--- config.mk ---
export PLATFORM = sky130hd
export DESIGN_NAME = dev_alarm_flat
export DESIGN_NICKNAME = d
export VERILOG_FILES = /design/src/rtl/dev_alarm_pkg.sv /design/src/rtl/dev_alarm_if.sv /design/src/rtl/dev_alarm_abs_diff4.sv /design/src/rtl/dev_alarm.sv /design/src/flat_wrapper.sv
export SDC_FILE = /design/constraint.sdc
export NUM_CORES = 1
export LEC_CHECK = 0
export ABC_AREA = 1
export CAP_MARGIN = 20
export CORE_MARGIN = 2
export CORE_UTILIZATION = 49
export DETAILED_ROUTE_END_ITERATION = 16
export PLACE_DENSITY = 0.72
export SYNTH_ARGS = -nofsm -noshare
export SYNTH_HDL_FRONTEND = slang
export SYNTH_HIERARCHICAL = 1
export SYNTH_SLANG_ARGS = --single-unit
--- constraint.sdc ---
create_clock -name clk -period 1.6 [get_ports clk]
set_input_delay 0.4 -clock clk [delete_from_list [all_inputs] [get_ports clk]]
set_output_delay 0.4 -clock clk [all_outputs]
set_load 0.02 [all_outputs]
--- src/rtl/dev_alarm_pkg.sv ---
// Purpose: shared widths, FSM state encoding and a saturating-increment helper for dev_alarm.
// Latency: n/a (types and constants only).
// Backpressure: n/a; dev_alarm always accepts samples.
package dev_alarm_pkg;

    localparam int DATA_W = 4;
    localparam int CNT_W  = 8;
    localparam int RUN_W  = 4;

    typedef enum logic [2:0] {
        ST_WARM    = 3'd0,
        ST_IDLE    = 3'd1,
        ST_SUSPECT = 3'd2,
        ST_ALARM   = 3'd3,
        ST_RELEASE = 3'd4
    } state_t;

    // The event counter sticks at all-ones instead of wrapping.
    function automatic logic [CNT_W-1:0] sat_inc(input logic [CNT_W-1:0] v);
        return (v == {CNT_W{1'b1}}) ? v : v + 1'b1;
    endfunction

endpackage

--- src/rtl/dev_alarm_if.sv ---
// Purpose: sample/mean input bundle and alarm result bundle for dev_alarm.
// Latency: n/a (wiring only).
// Backpressure: none; in_vld is a plain qualifier with no ready.
// Ports: in, mean, in_vld, clr (producer to detector); dev, dev_vld, alarm, evt_cnt (detector to consumer).
interface dev_alarm_if;
    import dev_alarm_pkg::*;

    logic [DATA_W-1:0] in;
    logic [DATA_W-1:0] mean;
    logic              in_vld;
    logic              clr;
    logic [DATA_W-1:0] dev;
    logic              dev_vld;
    logic              alarm;
    logic [CNT_W-1:0]  evt_cnt;

    modport master (
        output in, mean, in_vld, clr,
        input  dev, dev_vld, alarm, evt_cnt
    );

    modport slave (
        input  in, mean, in_vld, clr,
        output dev, dev_vld, alarm, evt_cnt
    );

endinterface

--- src/rtl/dev_alarm_abs_diff4.sv ---
// Purpose: combinational absolute difference |a-b| of two 4-bit unsigned values.
// Latency: 0 cycles (pure combinational).
// Backpressure: none.
// Ports: a_i, b_i operands; d_o result (cannot overflow 4 bits).
module abs_diff4
    import dev_alarm_pkg::*;
(
    input  logic [DATA_W-1:0] a_i,
    input  logic [DATA_W-1:0] b_i,
    output logic [DATA_W-1:0] d_o
);

    assign d_o = (a_i >= b_i) ? (a_i - b_i) : (b_i - a_i);

endmodule

--- src/rtl/dev_alarm.sv ---
// Purpose: deviation alarm; flags |in-mean| outliers and raises/drops an alarm with hysteresis runs.
// Latency: 1 cycle from in_vld to dev/dev_vld and to the alarm level change.
// Backpressure: none; every in_vld sample is consumed the cycle it is presented.
// Ports: clk, rst (async active-high); bus (slave side of dev_alarm_if).
module dev_alarm
    import dev_alarm_pkg::*;
#(
    parameter int THRESH = 4,
    parameter int N_TRIG = 3,
    parameter int N_REL  = 2,
    parameter int WARMUP = 4
) (
    input  logic     clk,
    input  logic     rst,
    dev_alarm_if.slave bus
);

    localparam int WARM_W = (WARMUP > 1) ? $clog2(WARMUP) : 1;
    localparam logic [WARM_W-1:0] WARM_LAST = WARM_W'(WARMUP - 1);
    localparam logic [RUN_W-1:0]  TRIG_RUN  = RUN_W'(N_TRIG);
    localparam logic [RUN_W-1:0]  REL_RUN   = RUN_W'(N_REL);
    localparam logic [DATA_W-1:0] THR       = DATA_W'(THRESH);

    logic [DATA_W-1:0] diff;
    logic              outlier;

    state_t            state_q, state_d;
    logic [RUN_W-1:0]  run_q, run_d, run_inc;
    logic [WARM_W-1:0] warm_q, warm_d;
    logic [CNT_W-1:0]  evt_q, evt_d;
    logic              alarm_q, alarm_d;
    logic [DATA_W-1:0] dev_q;
    logic              dev_vld_q;

    abs_diff4 u_abs (
        .a_i (bus.in),
        .b_i (bus.mean),
        .d_o (diff)
    );

    assign outlier = (diff > THR);
    assign run_inc = run_q + 1'b1;

    always_ff @(posedge clk or posedge rst) begin
        if (rst) begin
            state_q   <= ST_WARM;
            run_q     <= '0;
            warm_q    <= '0;
            evt_q     <= '0;
            alarm_q   <= 1'b0;
            dev_q     <= '0;
            dev_vld_q <= 1'b0;
        end else begin
            state_q   <= state_d;
            run_q     <= run_d;
            warm_q    <= warm_d;
            evt_q     <= evt_d;
            alarm_q   <= alarm_d;
            dev_vld_q <= bus.in_vld;
            if (bus.in_vld) begin
                dev_q <= diff;
            end
        end
    end

    always_comb begin
        state_d = state_q;
        run_d   = run_q;
        warm_d  = warm_q;
        evt_d   = evt_q;

        if (bus.in_vld) begin
            case (state_q)
                ST_WARM: begin
                    // Outliers are not evaluated until the upstream mean window has filled.
                    if (warm_q == WARM_LAST) begin
                        state_d = ST_IDLE;
                    end else begin
                        warm_d = warm_q + 1'b1;
                    end
                end
                ST_IDLE: begin
                    if (outlier) begin
                        if (TRIG_RUN == RUN_W'(1)) begin
                            state_d = ST_ALARM;
                            run_d   = '0;
                            evt_d   = sat_inc(evt_q);
                        end else begin
                            state_d = ST_SUSPECT;
                            run_d   = RUN_W'(1);
                        end
                    end
                end
                ST_SUSPECT: begin
                    if (outlier) begin
                        if (run_inc == TRIG_RUN) begin
                            state_d = ST_ALARM;
                            run_d   = '0;
                            evt_d   = sat_inc(evt_q);
                        end else begin
                            run_d = run_inc;
                        end
                    end else begin
                        state_d = ST_IDLE;
                        run_d   = '0;
                    end
                end
                ST_ALARM: begin
                    if (!outlier) begin
                        if (REL_RUN == RUN_W'(1)) begin
                            state_d = ST_IDLE;
                            run_d   = '0;
                        end else begin
                            state_d = ST_RELEASE;
                            run_d   = RUN_W'(1);
                        end
                    end
                end
                ST_RELEASE: begin
                    if (!outlier) begin
                        if (run_inc == REL_RUN) begin
                            state_d = ST_IDLE;
                            run_d   = '0;
                        end else begin
                            run_d = run_inc;
                        end
                    end else begin
                        // Re-entry from RELEASE is the same alarm episode, so no new event.
                        state_d = ST_ALARM;
                        run_d   = '0;
                    end
                end
                default: begin
                    state_d = ST_IDLE;
                    run_d   = '0;
                end
            endcase
        end

        // clr overrides any transition the current sample would have caused.
        if (bus.clr) begin
            state_d = ST_IDLE;
            run_d   = '0;
            evt_d   = '0;
        end

        alarm_d = (state_d == ST_ALARM) || (state_d == ST_RELEASE);
    end

    assign bus.dev     = dev_q;
    assign bus.dev_vld = dev_vld_q;
    assign bus.alarm   = alarm_q;
    assign bus.evt_cnt = evt_q;

endmodule

--- src/flat_wrapper.sv ---
// flat-port wrapper written by rule: the top's interface ports become plain ports
module dev_alarm_flat import dev_alarm_pkg::*;
#(
    parameter int THRESH = 4,
    parameter int N_TRIG = 3,
    parameter int N_REL  = 2,
    parameter int WARMUP = 4
)
  (clk, rst, bus_in, bus_mean, bus_in_vld, bus_clr, bus_dev, bus_dev_vld, bus_alarm, bus_evt_cnt);
  dev_alarm_if bus_i ();
  input  logic clk;
  input  logic rst;
  input wire logic [$bits(bus_i.in)-1:0] bus_in;
  input wire logic [$bits(bus_i.mean)-1:0] bus_mean;
  input wire logic [$bits(bus_i.in_vld)-1:0] bus_in_vld;
  input wire logic [$bits(bus_i.clr)-1:0] bus_clr;
  output wire logic [$bits(bus_i.dev)-1:0] bus_dev;
  output wire logic [$bits(bus_i.dev_vld)-1:0] bus_dev_vld;
  output wire logic [$bits(bus_i.alarm)-1:0] bus_alarm;
  output wire logic [$bits(bus_i.evt_cnt)-1:0] bus_evt_cnt;
  assign bus_i.in = bus_in;
  assign bus_i.mean = bus_mean;
  assign bus_i.in_vld = bus_in_vld;
  assign bus_i.clr = bus_clr;
  assign bus_dev = bus_i.dev;
  assign bus_dev_vld = bus_i.dev_vld;
  assign bus_alarm = bus_i.alarm;
  assign bus_evt_cnt = bus_i.evt_cnt;
  dev_alarm #(.THRESH(THRESH), .N_TRIG(N_TRIG), .N_REL(N_REL), .WARMUP(WARMUP)) u_core (.clk(clk), .rst(rst), .bus(bus_i));
endmodule
# Word level (Yosys, flattened, before mapping)
# Index checks and enable logic that the tools add are counted.
[totals]
regBits = 23
inputBits = 12
out_inout_bits = 14
wordCells = 64
[classes]
add_sub_neg = 5
n_lt_le_gt_ge = 2
eq_ne = 14
mux = 26
n_bitwise = 1
reduce_logical = 9
[op_table]
columns = ["operator", "count"]
rows = [
  ["8-bit 2-to-1 mux", 6],
  ["4-bit 2-to-1 mux", 9],
  ["3-bit 2-to-1 mux", 9],
  ["4-bit one-hot mux with 5 select lines", 1],
  ["3-bit one-hot mux with 5 select lines", 1],
  ["3-bit by 2-bit == test with 1-bit output (second input constant)", 3],
  ["8-bit by 1-bit adder with 8-bit output (second input constant)", 1],
  ["4-bit by 2-bit == test with 1-bit output (second input constant)", 2],
  ["8-bit == test (second input constant)", 1],
  ["2-bit nonzero test", 4],
  ["4-bit subtractor", 2],
  ["3-bit == test (second input constant)", 2],
  ["5-bit AND reduction", 1],
  ["4-bit by 1-bit adder with 4-bit output (second input constant)", 1],
  ["4-bit >= comparator", 1],
  ["4-bit by 3-bit greater-than comparator with 1-bit output (second input constant)", 1],
  ["2-bit != test (second input constant)", 2],
  ["4-bit AND reduction", 1],
  ["3-bit by 1-bit == test with 1-bit output (second input constant)", 1],
  ["3-bit zero test", 1],
  ["3-bit by 2-bit != test with 1-bit output (second input constant)", 1],
  ["3-bit != test (second input constant)", 1],
  ["3-bit AND reduction", 1],
  ["2-bit by 1-bit adder with 2-bit output (second input constant)", 1],
  ["other kinds (3)", 3],
]

# Longest topological paths before layout
# Gate-level depths: netlist (run 1).
[logic_depth]
depth_word = 9
depth_mapped = 21
ltp_nobuf = 20

# By module
# The synthesis (run 1) kept the hierarchy.
[modules_own_cells]
columns = ["mod", "n_inst", "cells_per_inst", "area_per_inst_um2", "seq_area_each_um2"]
rows = [
  ["dev_alarm", 1, 180, 1440.1, 575.6],
  ["abs_diff4", 1, 52, 345.3, 0.0],
]

# Worst setup path after synthesis (run 1)
# OpenSTA, ideal clock, no wires.
[synth_timing]
path_type = "input port to flip-flop"
startpoint = "in bus_in[0]"
endpoint = "reg u_core.evt_q[3] (netlist: u_core/bus.evt_cnt[3])"
setup_ns = 0.074
arrival_time_ns = 2.258
required_ns = 1.526
path_slack_ns = -0.732
stages = 19
path_buffers = 1
cell_sequence = "inv_1 > ha_1 > fa_1 > nand2_2 > nand2_2 > nand2_4 > nand2_1 > o21ai_1 > inv_1 > nand2_1 > nand2_1 > nand2_2 > nand2_2 > nor2_4 > nand3b_4 > nand2_4 > buf_12 > nand4_4 > o21ai_2"
[synth_between]
elab_chain_len = 5
elab_cells_between_ends = 7
cone_classes = "2 x add/sub; 2 x order compare; 1 x mux; 2 x reduce/logical"
[synth_lines]
columns = ["element", "line_no", "text"]
rows = [
  ["from (decl)", "flat_wrapper.sv:13", "input wire logic [$bits(bus_i.in)-1:0] bus_in;"],
  ["4-bit subtractor / 4-bit >= comparator (equally long branches)", "dev_alarm_abs_diff4.sv:13", "assign d_o = (a_i >= b_i) ? (a_i - b_i) : (b_i - a_i);"],
  ["4-bit 2-to-1 mux (*)", "dev_alarm_abs_diff4.sv:13", ""],
  ["net u_core.diff[1]", "dev_alarm.sv:24", "logic [DATA_W-1:0] diff;"],
  ["4-bit by 3-bit greater-than comparator with 1-bit output (*)", "dev_alarm.sv:41", "assign outlier = (diff > THR);"],
  ["2-bit nonzero test (no line) (*)", "--", ""],
  ["5-bit AND reduction (no line) (*)", "--", ""],
  ["to (signal assigned)", "dev_alarm.sv:57", "evt_q <= evt_d;"],
  ["to (decl)", "dev_alarm.sv:30", "logic [CNT_W-1:0] evt_q, evt_d;"],
]
# Mark *: on every way through the listed nets, which the timed path passes. The rest lies on a longest branch.
# A chain may end at the register's enable or synchronous reset.

# Worst setup path after layout (run 1)
[layout_timing]
startpoint = "in bus_in[0]"
endpoint = "reg u_core.evt_q[6] (netlist: u_core/bus.evt_cnt[6])"
# The elaborated chain is that of the path after synthesis.

==> results of run 1 <==
[final timing paths]
check | from | to | slack, ps | cells past startpoint
max in group asynchronous | rst | u_core/state_q[1] | 970 | 3
min reg2reg | u_core/warm_q[0] | u_core/warm_q[0] | 490 | 1
max | bus_in[0] | u_core/bus.evt_cnt[6] | -600 | 18
min | rst | u_core/bus.evt_cnt[3] | 390 | 3
min in group clk | u_core/warm_q[0] | u_core/warm_q[0] | 490 | 1
max reg2reg | u_core/run_q[0] | u_core/bus.evt_cnt[6] | -120 | 6
[report_power, final]
part | leakage (nW) | internal, mW | switching (mW)
sequential | 0.300 | 0.649 | 0.0461
combinational | 0.982 | 0.390 | 0.479
clock | 0.0177 | 0.0939 | 0.195
[metrics by stage]
stage	setup TNS, ps	hold WS, ps	area, sq um	std cells	total power, mW
finish	-8630	391	2590	342	1.85
global route	-9990	429	2590	342	1.98
CTS	-6690	405	2480	340	1.75
detailed placement	-23350	475	2310	330	1.40
global placement	-22680	458	2310	330	1.39
floorplan	-8780	402	1810	232	1.13
[flip-flops by register name (all words and copies together), names as in the netlist]
signal	cells
u_core/bus.alarm	1
u_core/bus.dev	4
u_core/bus.dev_vld	1
u_core/bus.evt_cnt	8
u_core/run_q	4
u_core/state_q	3
u_core/warm_q	2
[worst max-delay path: stages]
cell,delay (ps)
buf_8,90
inv_8,30
ha_4,150
fa_2,410
nand2_2,80
nand2_2,60
nand2_4,90
nand2_2,60
o21ai_2,50
inv_1,60
nand2_1,70
nand2_2,80
nand2_4,120
nand2_4,70
nor2_4,130
nand3b_4,170
o21ai_0,230
a21oi_1,60
[cells by family (layout without fill, tap and decap cells)]
logic type	count (synthesis)	after routing	synth area share, %
simple gates	109	110	30.8
fa+ha+maj	14	14	10.7
compound gates	30	30	10.1
xor+xnor	7	7	3.43
flops	23	23	32.2
mux	1	1	0.631
buf+inv	48	111	12.1
[synth_stat cells]
master    instances
nor3_4            1
o31ai_1           1
nand3_2           2
nand3b_1          1
nand3b_4          1
nand2_4           2
a21oi_1           9
inv_2             5
mux2_1            1
o21ai_2           5
nand4_1           4
dfrtp_1          23
nor2_4            1
a21oi_2           2
fa_1              2
nor2_1           12
o21ai_1           6
nand2_1          54
nand3_1          21
buf_6             2
buf_12            1
nor4_1            1
xnor2_1           3
o22ai_1           1
ha_1             12
xor2_1            4
inv_4             1
nand2_2           6
buf_2             2
inv_1            37
nor3_1            2
o21ai_0           6
nand4_4           1
[routing by layer]
layer	vias to the layer above	share of wire, %
met2	47	51
met4	0	2.9
met1	822	42
met3	12	3.5
li1	872	-
met5	-	0
[area by class of cell]
type | instances | area, sq um
clock buffers | 3 | 22.5
clock inverters | 1 | 5.00
fillers | 256 | 827
inverters | 43 | 171
multi-input cells | 162 | 1210
flip-flops and latches | 23 | 576
well taps | 46 | 57.6
repair buffers | 64 | 542
[what timing repair did]
item                                    in CTS  in global routing
pin swaps                                   23                 24
cloned                                       1                  0
gates resized for setup                     64                 29
endpoints found under the setup margin      33                 19
setup buffers                                5                  2
==> results.md, run 1 <==
- Status: complete, but fails checks
- Failing checks: negative setup slack
- Largest cells by area after synthesis: dfrtp_1 32%, nand2_1 11%, ha_1 8.4%
- Commonest non-fill, non-tap cells in the layout: 41 x nand2_1, 34 x buf_4, 28 x inv_1
- Area grow syn2layout: 45.0%
- Fin crit share: 137%
- Post-synthesis cell area: between 1500 and 2000 sq um
- Die W: about 64 microns
- Post-synth top area share: approximately 32%
- Worst path required time: 1830 ps
- Worst-margin pin slew: 339 ps
- Final setup fails: 17
- Finished Core Util: 75.8%
- Vias: about 1,800
- 1st-pass router iterations: 4
- Reg clk slew, reported paths: 140 ps
- TritonCTS buffer count: 3
- Pwr Density: 716 nW/um^2
- TritonCTS clock tree: built
- FP Rows: 21
- Grt peak-use layer: met2
- Clock latency on the worst-skew pair: around 330 ps
- Critical path class: input pin to flip-flop
- Synth area leader: dfrtp_1
- Max-slew headroom: between 70 and 80%
- Gpl congestion: between 0.8 and 0.9
- Skew final: ~5.7 ps
- Placed wire-length estimate: roughly 2800 microns
- Synth warn: 6
- Root Driver: clkbuf_4
- Core Region: 3420 sq um
- Port Buf Inserts: 25
- Setup crit start kind: input pin
- WL/cell: approximately 13 microns
- Syn_area_per_cell: a little under 8 sq um
- Fin crit period: ~2200 ps
- Initial core utilization: approximately 52%
- Final Max Tran Viols: 0
- Total global routing overflow: 0
- First-pass GRT wire length: between 7000 and 8000 microns
- Clock sinks: 23
- Drt first-iter violations: between 100 and 150
- Tot GR Track Use: between 20 and 25%
- Area of the die: approximately 4100 sq um
- RSZ-0062 raised after global routing: true
- Max Cap Viol: 0
- Pre-CTS setup slack: -1410 ps
- ANT cells: 0
- Post-Syn Nets: about 260
- Met2 Usage GRT: between 30% and 40%
- Detailed Route WL: 4280 microns
- Vias in the first global route: about 1,700
- CTS Buffer Depth: 2
- Pleak: between 1 and 1.5 nW
- I/O pin cnt: 26
- Crit path capture type: flip-flop
- Seq cells post-synth: 23
- Antenna Violating Nets Remaining: 0
- Largest net degree at the start of global routing: 24
- Met3 usage: under 10%
- Cts-stage hold buffer count: 0
- Worst setup margin: -600 ps
- CP Max Fanout: 6
- Layout cell share with drive strength beyond 1: 40.2%
- Count of cell types in the netlist: 33
- Die Height: about 64 microns
- Post-Synthesis Cells: 232
- Worst path arrival time: 2430 ps
- H-tree levels: 1
- Worst hold-check path type: input pin to asynchronous set/reset pin
- Worst vdd ir: 0.398 mV
- Avg Vias per Cell: roughly 5.1
- Most common cell after layout, fill and taps aside: nand2_1
- DRC: 0
- FMAX: between 400 and 500 MHz
- Nets: around 320
- Seq/Total Area, Yosys: around a third
- Global routing met1 resource utilization: 26.4%
- Initial antenna violation count: 0
- Final Hold Viols: 0
(Power assumes the default switching activity.)
==> run 2: changes to the inputs <==
--- a/config.mk
+++ b/config.mk
@@ -9,6 +9,7 @@
 export CAP_MARGIN = 20
 export CORE_MARGIN = 2
 export CORE_UTILIZATION = 49
+export CTS_CLUSTER_DIAMETER = 50
 export DETAILED_ROUTE_END_ITERATION = 16
 export PLACE_DENSITY = 0.72
 export SYNTH_ARGS = -nofsm -noshare
==> results of run 2 <==
No change in the layout: final DEF, timing and power equal those of run 1.
